File: src/rtl/crc16_pkg.sv
// Shared constants and types for the CRC-16 encoder and the CRC-16 decoder.
// Generator 0x8005 (x^16 implicit), non-reflected, preset 0x0000, no final XOR.
package crc16_pkg;

    localparam int DATA_W = 16;
    localparam int CRC_W  = 16;
    localparam int CW_W   = DATA_W + CRC_W;

    localparam logic [CRC_W-1:0] CRC16_POLY = 16'h8005;
    localparam logic [CRC_W-1:0] CRC16_INIT = 16'h0000;

    typedef enum logic [1:0] {
        IDLE  = 2'd0,
        SHIFT = 2'd1,
        DONE  = 2'd2
    } enc_state_t;

endpackage

File: src/rtl/crc16_serial_encoder_if.sv
// Handshake/data bundle between a message source and crc16_serial_encoder.
// The source (master) drives sync/msg; the encoder (slave) returns busy, valid
// and the codeword. With CRC16_ENC_ERRINJ_EN defined, the source also drives
// inj_en/inj_pos to flip one codeword bit for exercising the decoder.
interface crc16_serial_encoder_if;
    import crc16_pkg::*;

    logic              sync;
    logic [DATA_W-1:0] msg;
    logic              busy;
    logic              valid;
    logic [CW_W-1:0]   codeword;
`ifdef CRC16_ENC_ERRINJ_EN
    logic              inj_en;
    logic [4:0]        inj_pos;
`endif

`ifdef CRC16_ENC_ERRINJ_EN
    modport master (output sync, output msg, output inj_en, output inj_pos,
                    input busy, input valid, input codeword);
    modport slave  (input sync, input msg, input inj_en, input inj_pos,
                    output busy, output valid, output codeword);
`else
    modport master (output sync, output msg,
                    input busy, input valid, input codeword);
    modport slave  (input sync, input msg,
                    output busy, output valid, output codeword);
`endif

endinterface

File: src/rtl/crc16_lfsr.sv
// Registered bit-serial CRC-16 LFSR. The decoder's syndrome path reuses it,
// so it knows nothing about framing: load presets it, step shifts one data bit in.
module crc16_lfsr
    import crc16_pkg::*;
(
    input  logic             clk,
    input  logic             reset,
    input  logic             load,
    input  logic             step,
    input  logic             din,
    output logic [CRC_W-1:0] crc
);

    logic [CRC_W-1:0] crc_q;
    logic             fb;

    assign fb  = crc_q[CRC_W-1] ^ din;
    assign crc = crc_q;

    // Preset on load (takes priority), otherwise shift one message bit per step.
    always_ff @(posedge clk or posedge reset) begin
        if (reset) begin
            crc_q <= CRC16_INIT;
        end else if (load) begin
            crc_q <= CRC16_INIT;
        end else if (step) begin
            crc_q <= {crc_q[CRC_W-2:0], 1'b0} ^ (fb ? CRC16_POLY : CRC_W'(0));
        end
    end

endmodule

File: src/rtl/crc16_serial_encoder.sv
// Bit-serial CRC-16 encoder feeding the CRC-16 decoder. A 16-bit message is
// captured on sync, shifted MSB-first through the LFSR over 16 cycles, and
// presented as the systematic codeword {msg, crc} with a one-cycle valid.
// Optional feature macro: CRC16_ENC_ERRINJ_EN adds single-bit error injection
// (the CRC itself is always computed on clean data).
module crc16_serial_encoder
    import crc16_pkg::*;
(
    input  logic                   clk,
    input  logic                   reset,
    crc16_serial_encoder_if.slave  bus
);

    enc_state_t        state_q, state_d;
    logic [3:0]        cnt_q;
    logic [DATA_W-1:0] shreg_q;
    logic [DATA_W-1:0] msg_q;
    logic [CW_W-1:0]   codeword_q;
    logic              valid_q;
    logic [CRC_W-1:0]  lfsr_crc;

    logic              accept;
    logic              shifting;
    logic              finishing;

`ifdef CRC16_ENC_ERRINJ_EN
    logic              inj_en_q;
    logic [4:0]        inj_pos_q;
    logic [CW_W-1:0]   inj_mask;

    assign inj_mask = inj_en_q ? (CW_W'(1) << inj_pos_q) : '0;
`endif

    assign bus.busy     = (state_q != IDLE);
    assign bus.valid    = valid_q;
    assign bus.codeword = codeword_q;

    crc16_lfsr u_lfsr (
        .clk   (clk),
        .reset (reset),
        .load  (accept),
        .step  (shifting),
        .din   (shreg_q[DATA_W-1]),
        .crc   (lfsr_crc)
    );

    // State register.
    always_ff @(posedge clk or posedge reset) begin
        if (reset) begin
            state_q <= IDLE;
        end else begin
            state_q <= state_d;
        end
    end

    // Next state and per-state strobes; sync only matters when idle.
    always_comb begin
        state_d   = state_q;
        accept    = 1'b0;
        shifting  = 1'b0;
        finishing = 1'b0;
        case (state_q)
            IDLE: begin
                if (bus.sync) begin
                    accept  = 1'b1;
                    state_d = SHIFT;
                end
            end
            SHIFT: begin
                shifting = 1'b1;
                if (cnt_q == 4'd15) begin
                    state_d = DONE;
                end
            end
            DONE: begin
                finishing = 1'b1;
                state_d   = IDLE;
            end
            default: begin
                state_d = IDLE;
            end
        endcase
    end

    // Message capture, shift register, bit counter and output registers.
    always_ff @(posedge clk or posedge reset) begin
        if (reset) begin
            cnt_q      <= 4'd0;
            shreg_q    <= '0;
            msg_q      <= '0;
            codeword_q <= '0;
            valid_q    <= 1'b0;
        end else begin
            valid_q <= finishing;
            if (accept) begin
                cnt_q   <= 4'd0;
                shreg_q <= bus.msg;
                msg_q   <= bus.msg;
            end else if (shifting) begin
                cnt_q   <= cnt_q + 4'd1;
                shreg_q <= {shreg_q[DATA_W-2:0], 1'b0};
            end
            if (finishing) begin
`ifdef CRC16_ENC_ERRINJ_EN
                codeword_q <= {msg_q, lfsr_crc} ^ inj_mask;
`else
                codeword_q <= {msg_q, lfsr_crc};
`endif
            end
        end
    end

`ifdef CRC16_ENC_ERRINJ_EN
    // Injection controls travel with the message they were sampled alongside.
    always_ff @(posedge clk or posedge reset) begin
        if (reset) begin
            inj_en_q  <= 1'b0;
            inj_pos_q <= 5'd0;
        end else if (accept) begin
            inj_en_q  <= bus.inj_en;
            inj_pos_q <= bus.inj_pos;
        end
    end
`endif

endmodule

File: src/flat_wrapper.sv
// flat-port wrapper written by rule: the top's interface ports become plain ports
module crc16_serial_encoder_flat import crc16_pkg::*;
  (clk, reset, bus_sync, bus_msg, bus_busy, bus_valid, bus_codeword);
  crc16_serial_encoder_if bus_i ();
  input  logic clk;
  input  logic reset;
  input wire logic [$bits(bus_i.sync)-1:0] bus_sync;
  input wire logic [$bits(bus_i.msg)-1:0] bus_msg;
  output wire logic [$bits(bus_i.busy)-1:0] bus_busy;
  output wire logic [$bits(bus_i.valid)-1:0] bus_valid;
  output wire logic [$bits(bus_i.codeword)-1:0] bus_codeword;
  assign bus_i.sync = bus_sync;
  assign bus_i.msg = bus_msg;
  assign bus_busy = bus_i.busy;
  assign bus_valid = bus_i.valid;
  assign bus_codeword = bus_i.codeword;
  crc16_serial_encoder u_core (.clk(clk), .reset(reset), .bus(bus_i));
endmodule
File: config.mk
export PLATFORM = sky130hd
export DESIGN_NAME = crc16_serial_encoder_flat
export DESIGN_NICKNAME = d
export VERILOG_FILES = /design/src/rtl/crc16_pkg.sv /design/src/rtl/crc16_serial_encoder_if.sv /design/src/rtl/crc16_lfsr.sv /design/src/rtl/crc16_serial_encoder.sv /design/src/flat_wrapper.sv
export SDC_FILE = /design/constraint.sdc
export NUM_CORES = 1
export LEC_CHECK = 0
export CORE_UTILIZATION = 60
export CTS_BUF_LIST = sky130_fd_sc_hd__clkbuf_8
export DETAILED_ROUTE_END_ITERATION = 10
export PLACE_DENSITY_LB_ADDON = 0.12
export SETUP_SLACK_MARGIN = 0.5
export SLEW_MARGIN = 20
export SYNTH_ARGS = -nofsm -noshare
export SYNTH_HDL_FRONTEND = slang
export SYNTH_SLANG_ARGS = --single-unit
File: constraint.sdc
create_clock -name clk -period 9.02 [get_ports clk]
set_clock_uncertainty 0.2 [all_clocks]
set_input_delay 2.706 -clock clk [delete_from_list [all_inputs] [get_ports clk]]
set_output_delay 2.706 -clock clk [all_outputs]
set_load 0.01 [all_outputs]
== After elaboration in Yosys (flattened, before gate mapping) ==
Cells that the tools add are included.

* Multiplexer cells: 14
* Bitwise logic cells: 2
* Add/sub/neg operators: 1
* Equal/unequal tests: 5
* Reductions and logical operators: 4

{| class="wikitable"
|+ Operators by type and width
! operator !! number
|-
| $mux 16 || 5
|-
| $xor 16x16->16 || 1
|-
| $mux 4 || 2
|-
| $add 4x1->4 const B || 1
|-
| $eq 4x4->1 const B || 1
|-
| $mux 1 || 4
|-
| $mux 2 || 2
|-
| $pmux 2 s2 || 1
|-
| $reduce_bool 2->1 || 2
|-
| $eq 2x1->1 const B || 1
|-
| $eq 2x2->1 const B || 1
|-
| $logic_not 2->1 || 1
|-
| $ne 2x1->1 const B || 1
|-
| $ne 2x2->1 const B || 1
|-
| $reduce_and 2->1 || 1
|-
| $xor 1x1->1 || 1
|}

* Bits of input ports: 19
* Word-level logic and storage cells: 33
* Output and inout port bits: 34
* Register bits after elaboration: 87

== Longest topological paths before layout ==
Gate-level depths: netlist of run 1.

* Word-level depth: 5
* Mapped depth: 6
* Mapped depth without buffers: 3

== Cells and area by module ==
Synthesis of run 1 repeated with hierarchy kept, for this count alone.

* Cells, all modules: 269
* Area total of the unflattened synthesis: 3,681.0 um^2

{| class="wikitable"
|+ By module, submodules not included
! module !! area an instance (um^2) !! times used !! cells an instance !! seq. area each (um^2)
|-
| crc16_serial_encoder || 2,980.4 || 1 || 209 || 1,776.7
|-
| crc16_lfsr || 700.7 || 1 || 60 || 400.4
|}

== Least setup slack after synthesis of run 1 ==
No wires, ideal clock.

* Path type: flip-flop to output port
* Start point: register u_core.state_q[1]
* End point: output bus_busy
* Buffers on the path: 0
* Setup slack: 5.327 ns
* Arrival: 0.787 ns
* Required time: 6.114 ns
* Cell stages (with the launch flop): 2
* Path through: dfrtp_1 or2_2

* Word-level cells in the longest chain between the ends: 1

{| class="wikitable"
|+ Ends and longest elaborated chain
! item !! line !! source
|-
| start: declaration || crc16_serial_encoder.sv:14 || <nowiki>enc_state_t state_q, state_d;</nowiki>
|-
| start signal: assignment || crc16_serial_encoder.sv:52 || <nowiki>state_q <= state_d;</nowiki>
|-
| $reduce_bool 2->1 || crc16_serial_encoder.sv:34 || <nowiki>assign bus.busy = (state_q != IDLE);</nowiki>
|-
| end: declaration || flat_wrapper.sv:9 || <nowiki>output wire logic [$bits(bus_i.busy)-1:0] bus_busy;</nowiki>
|}

Every way passes these cells.

== Final worst setup path of run 1 ==
* Start point: register u_core.state_q[0]
* End point: output bus_busy

The elaborated chain is that of the path after synthesis.

==> run metrics, run 1 <==
outcome finished, final reports clean; Hold Path Sink u_core.cnt_q[3]; Seq pwr share 48.2%; site row count 28; YS warnings 0; Lkg Pwr 2.02 nW; Slew HR 49.8%; post-synthesis async set-or-reset flop share 100%; Synth area leaders dfrtp_1 59%, mux2_4 12%, o21ai_0 5.0%; Slew @ Worst Pin 0.754 ns; TritonCTS Buffers 9; first-pass GRT wire length 9990 um; fin worst setup slack 4.40 ns; vias after detailed routing 2,208; RR Startpoint u_core.state_q[1]; Setup Fix Bufs, Post-CTS 0; cell internal pwr 928 uW; hold-fix buffers at CTS 0; post-route cell area 0.00433 mm^2; Max FO, Critical Path 9; Resized Gates After CTS 0; Routed Antenna Nets 0; H-tree lvl count 3; Hold Crit Depth 1; CTS tree done; Syn Inst Count 287; post-synth cell types 33; Die ar. 0.00646 mm^2; dpl cell area 0.00413 mm^2; Port Buffers 52; DP Wirelength 3750 um; # IOs 53; FF/Latch Area 0.00218 mm^2; total track usage 21.0%; WP data arrival 1.72 ns; Nets 355; RePlAce Congestion 0.692; area leader, netlist dfrtp_1; crit path capture type output port; switching power 420 uW; RSZ-0062 raised after global routing false; setup TNS 0 ns; Comb power frac 32.4%; layout cells sized above 1 17.1%; Post-synth EDFFs 0; Clk pwr share 19.5%; number of remaining DRC errors 0; VDD IR-drop max 0.166 mV; syn nets 307; total grt overflow 0; WL/cell 14.5 um; Syn Area/Cell 12.8 um^2; Max-Cap Viols 0; Setup WS pre-CTS 4.41 ns; HP Start u_core.cnt_q[3]; drt initial violations 147; Clock Latency Late Sink 0.35 ns; pwr dens 312 mW/mm^2; part of the cycle the worst path needs 51.2%; multi-input logic area 0.00126 mm^2; Reg clk slew, reported paths 0.08 ns; Synth top area share 59.0%; vias per cell 5.32; Synth Cell Area 0.00369 mm^2; Placed Cells 399; length in cells of the worst reg-to-reg path 3; height of the die 80.4 um; core area 0.00592 mm^2; initial core utilization 62.3%; clock sinks 87; vias in the first global route 2,176; initial antenna violation count 0; Post-Route Utilization 73.1%; kind of critical path register to output port; sequential element share of the synthesized area 59.0%; Inserted Diodes 0; non-filler instance count after layout 415; DIE WIDTH 80.4 um; Hold Crit Class register to register; data required time of the critical path 6.11 ns; final hold vios 0; Sw Ratio 31.2%; Post-Route WL 6000 um; end of the worst register-to-register path u_core.bus.codeword[30]; largest net degree at the start of global routing 88; number of synthesized register bits 87; Max clock buf depth 2; Max Slew Vio Count 0; fmax 0.216 GHz; drt first pass iters 4; Startpoint Class register; main flop type after synthesis dfrtp_1; total of fill cells in the finished design 428; area grow syn2layout 17.4%; fin crit period 4.62 ns; final setup fails 0; R2R setup slack 6.78 ns; CTS root buffer clkbuf_8
cells by family after synthesis:
kind of cell / synth area share [%]
AO/OA/AOI/OAI: 7.97
AND/OR/NAND/NOR: 7.50
buffers and inverters: 6.99
flip-flops: 59.0
multiplexers: 17.7
adder cells (fa/ha/maj): 0.339
XOR/XNOR: 0.475
through the flow:
step | hold slack (ns) | power (mW)
2_1_floorplan | 0.246 | 0.949
3_3_place_gp | 0.267 | 1.07
3_5_place_dp | 0.289 | 1.10
4_1_cts | 0.310 | 1.36
5_1_grt | 0.328 | 1.44
6_report | 0.304 | 1.35
power by group through the flow:
stage | Clock, mW | Combinational (mW) | Sequential [mW]
3_3_place_gp | 0 | 0.426 | 0.649
5_1_grt | 0.285 | 0.486 | 0.670
3_5_place_dp | 0 | 0.440 | 0.656
6_report | 0.262 | 0.437 | 0.650
4_1_cts | 0.269 | 0.442 | 0.650
2_1_floorplan | 0 | 0.299 | 0.650
metal layers:
layer	part of all wire, %	wire (um)	GRT usage [%]	vias up
li1	-	-	-	1056
met1	47	2800	27.9	1094
met2	48	2860	32.5	46
met3	4.0	239	3.98	12
met4	1.8	106	11.8	0
met5	0	0	0	-
cell usage after synthesis (2+ instances only):
cell and instances:
dfrtp_1 87, buf_12 5, mux2_4 29, o21ai_1 8, a22o_1 2, buf_2 5, nor2_1 3, mux2_2 5
o21ai_0 37, buf_6 5, nand3_1 2, nor2b_4 2, nand2_1 47, mux2i_1 16, inv_1 16
state kept, by name (all words and copies together) (netlist names):
name	count
u_core.bus.codeword	32
u_core.bus.valid	1
u_core.cnt_q	4
u_core.msg_q	16
u_core.shreg_q	16
u_core.state_q	2
u_core.u_lfsr.crc	16
cell type report:
| cell class | count | area share [%] |
|---|---|---|
| Sequential cell | 87 | 50.3 |
| Inverter | 16 | 1.42 |
| Multi-Input combinational cell | 166 | 29.1 |
| Clock inverter | 6 | 1.24 |
| Timing Repair Buffer | 55 | 12.6 |
| Clock buffer | 10 | 3.18 |
| Tap cell | 75 | 2.17 |
critical path, stage by stage (launching register included):
cell and delay [ns]:
dfrtp_1 0.54, or2_2 0.34, clkdlybuf4s50_1 0.49
worst max-delay path by stage:
stage | cells after the start | start | to
2_1_floorplan | 1 | reset | u_core.bus.codeword[0]
3_3_place_gp | 4 | bus_sync | u_core.msg_q[0]
3_5_place_dp | 4 | bus_sync | u_core.msg_q[0]
4_1_cts | 2 | u_core.state_q[0] | bus_busy
5_1_grt | 2 | u_core.state_q[0] | bus_busy
6_report | 2 | u_core.state_q[0] | bus_busy
layout by cell type, fill, tap and decap left out, drive strengths merged, types with 2 or more instances in the layout:
master         instances
mux2                  34
clkdlybuf4s50         52
mux2i                 16
clkbuf                10
a22o                   2
clkinv                 2
nand2                 47
nand2b                 2
nand3                  2
nor2b                  2
inv                   18
o21ai                 46
dfrtp                 87
nor2                   3
buf                    3
Note: power is estimated with default switching activity, not from simulation.
==> inputs of run 2 (changes only) <==
- CORE_UTILIZATION: 60 -> 56
- clock period: 9.02 -> 4.3 ns (I/O delays scaled with it)
==> run 2 against run 1 <==
Net effect:
- setup slack lost 3.3 ns
- critical endpoint unchanged
- register-to-register slack lost 4.8 ns
- count of clock-buffer cells in the layout grew 1
- first-iteration DRC count shrank 29%
==> run metrics, run 2 (synthesized netlist as in run 1, its figures left out) <==
Placed Cells 402; dpl cell area 0.00416 mm^2; Reg clk slew, reported paths 0.08 ns; vias after detailed routing 2,185; Max-Cap Viols 0; vias per cell 5.27; max FFs per register 32; CTS root buffer clkbuf_8; core area 0.00635 mm^2; first-pass GRT wire length 10,400 um; Post-Route WL 6150 um; drt initial violations 104; Lkg Pwr 2.02 nW; Max clock buf depth 2; VDD IR-drop max 0.376 mV; TritonCTS Buffers 9; part of the cycle the worst path needs 73.7%; pwr dens 652 mW/mm^2; data required time of the critical path 2.81 ns; Slew @ Worst Pin 0.644 ns; CTS tree done; clock sinks 87; Nets 356; WP data arrival 1.68 ns; RePlAce Congestion 0.693; height of the die 83.1 um; initial antenna violation count 0; Slew HR 57.0%; total grt overflow 0; Resized Gates After CTS 0; layout cells sized above 1 17.2%; FF/Latch Area 0.00218 mm^2; fin crit period 3.17 ns; Max FO, Critical Path 9; WL/cell 14.8 um; crit path capture type output port; Die ar. 0.00691 mm^2; Clock Latency Late Sink 0.33 ns; multi-input logic area 0.00126 mm^2; non-filler instance count after layout 415; most common cell after layout, fill and taps aside dfrtp_1; Setup Fix Bufs, Post-CTS 0; total track usage 19.3%; kind of critical path register to output port; H-tree lvl count 3; most frequent cells in the layout 87 x dfrtp_1, 52 x clkdlybuf4s50_1, 47 x nand2_1; initial core utilization 58.1%; Max Slew Vio Count 0; number of remaining DRC errors 0; DIE WIDTH 83.1 um; final setup fails 0; largest net degree at the start of global routing 66; RSZ-0062 raised after global routing false; area grow syn2layout 17.7%; Post-Route Utilization 68.4%; # IOs 53; post-route cell area 0.00434 mm^2; Inserted Diodes 0; Routed Antenna Nets 0; setup TNS 0 ns; Startpoint Class register; outcome finished, final reports clean; total of fill cells in the finished design 474; site row count 29; vias in the first global route 2,129; hold-fix buffers at CTS 0; DP Wirelength 3980 um; Hold Crit Class register to register; fmax 0.315 GHz; drt first pass iters 4; Port Buffers 52; final hold vios 0
-- run 2: per-stage QoR --
step | setup WS [ns] | hold slack (ns) | power, mW
detailed placement | 1.12 | 0.295 | 2.30
global route | 1.05 | 0.323 | 3.01
CTS | 1.11 | 0.307 | 2.86
floorplan | 0.560 | 0.246 | 1.99
global placement | 1.15 | 0.263 | 2.26
finish | 1.13 | 0.298 | 2.83
-- run 2: routing by layer --
layer,part of all wire (%),up-vias,GRT usage (%)
met3,4.3,10,4.27
met4,2.2,0,9.72
met2,46,55,28.5
met5,0,-,0
met1,48,1060,27.3
li1,-,1060,-
-- run 2: cell type report --
cell class,instances,area share (%)
Clock inverter,2,0.778
Inverter,16,1.41
Tap cell,77,2.22
Multi-Input combinational cell,166,29.0
Sequential cell,87,50.1
Timing Repair Buffer,56,13.0
Clock buffer,11,3.49
-- run 2: power breakdown --
part	total, mW	leakage, nW	internal (mW)	switching (mW)
registers	1.36	1.14	1.14	0.221
clock network	0.546	0.0985	0.289	0.257
logic	0.922	0.784	0.530	0.393
total	2.83	2.02	1.96	0.870
-- run 2: critical path, cell delays in order, from the launching register on --
cell and delay [ns]:
dfrtp_1 0.54, or2_2 0.34, clkdlybuf4s50_1 0.47
-- run 2: worst paths after layout --
| path | end | from | cells after the start | slack, ns |
|---|---|---|---|---|
| hold reg to reg | u_core.cnt_q[3] | u_core.cnt_q[3] | 1 | 0.30 |
| max in group asynchronous | u_core.cnt_q[1] | reset | 3 | 2.18 |
| setup reg to reg | u_core.bus.codeword[12] | u_core.state_q[1] | 3 | 2.03 |
| hold / removal | u_core.cnt_q[3] | u_core.cnt_q[3] | 1 | 0.30 |
| min in group asynchronous | u_core.bus.valid | reset | 2 | 1.12 |
| setup / recovery | bus_busy | u_core.state_q[0] | 2 | 1.13 |
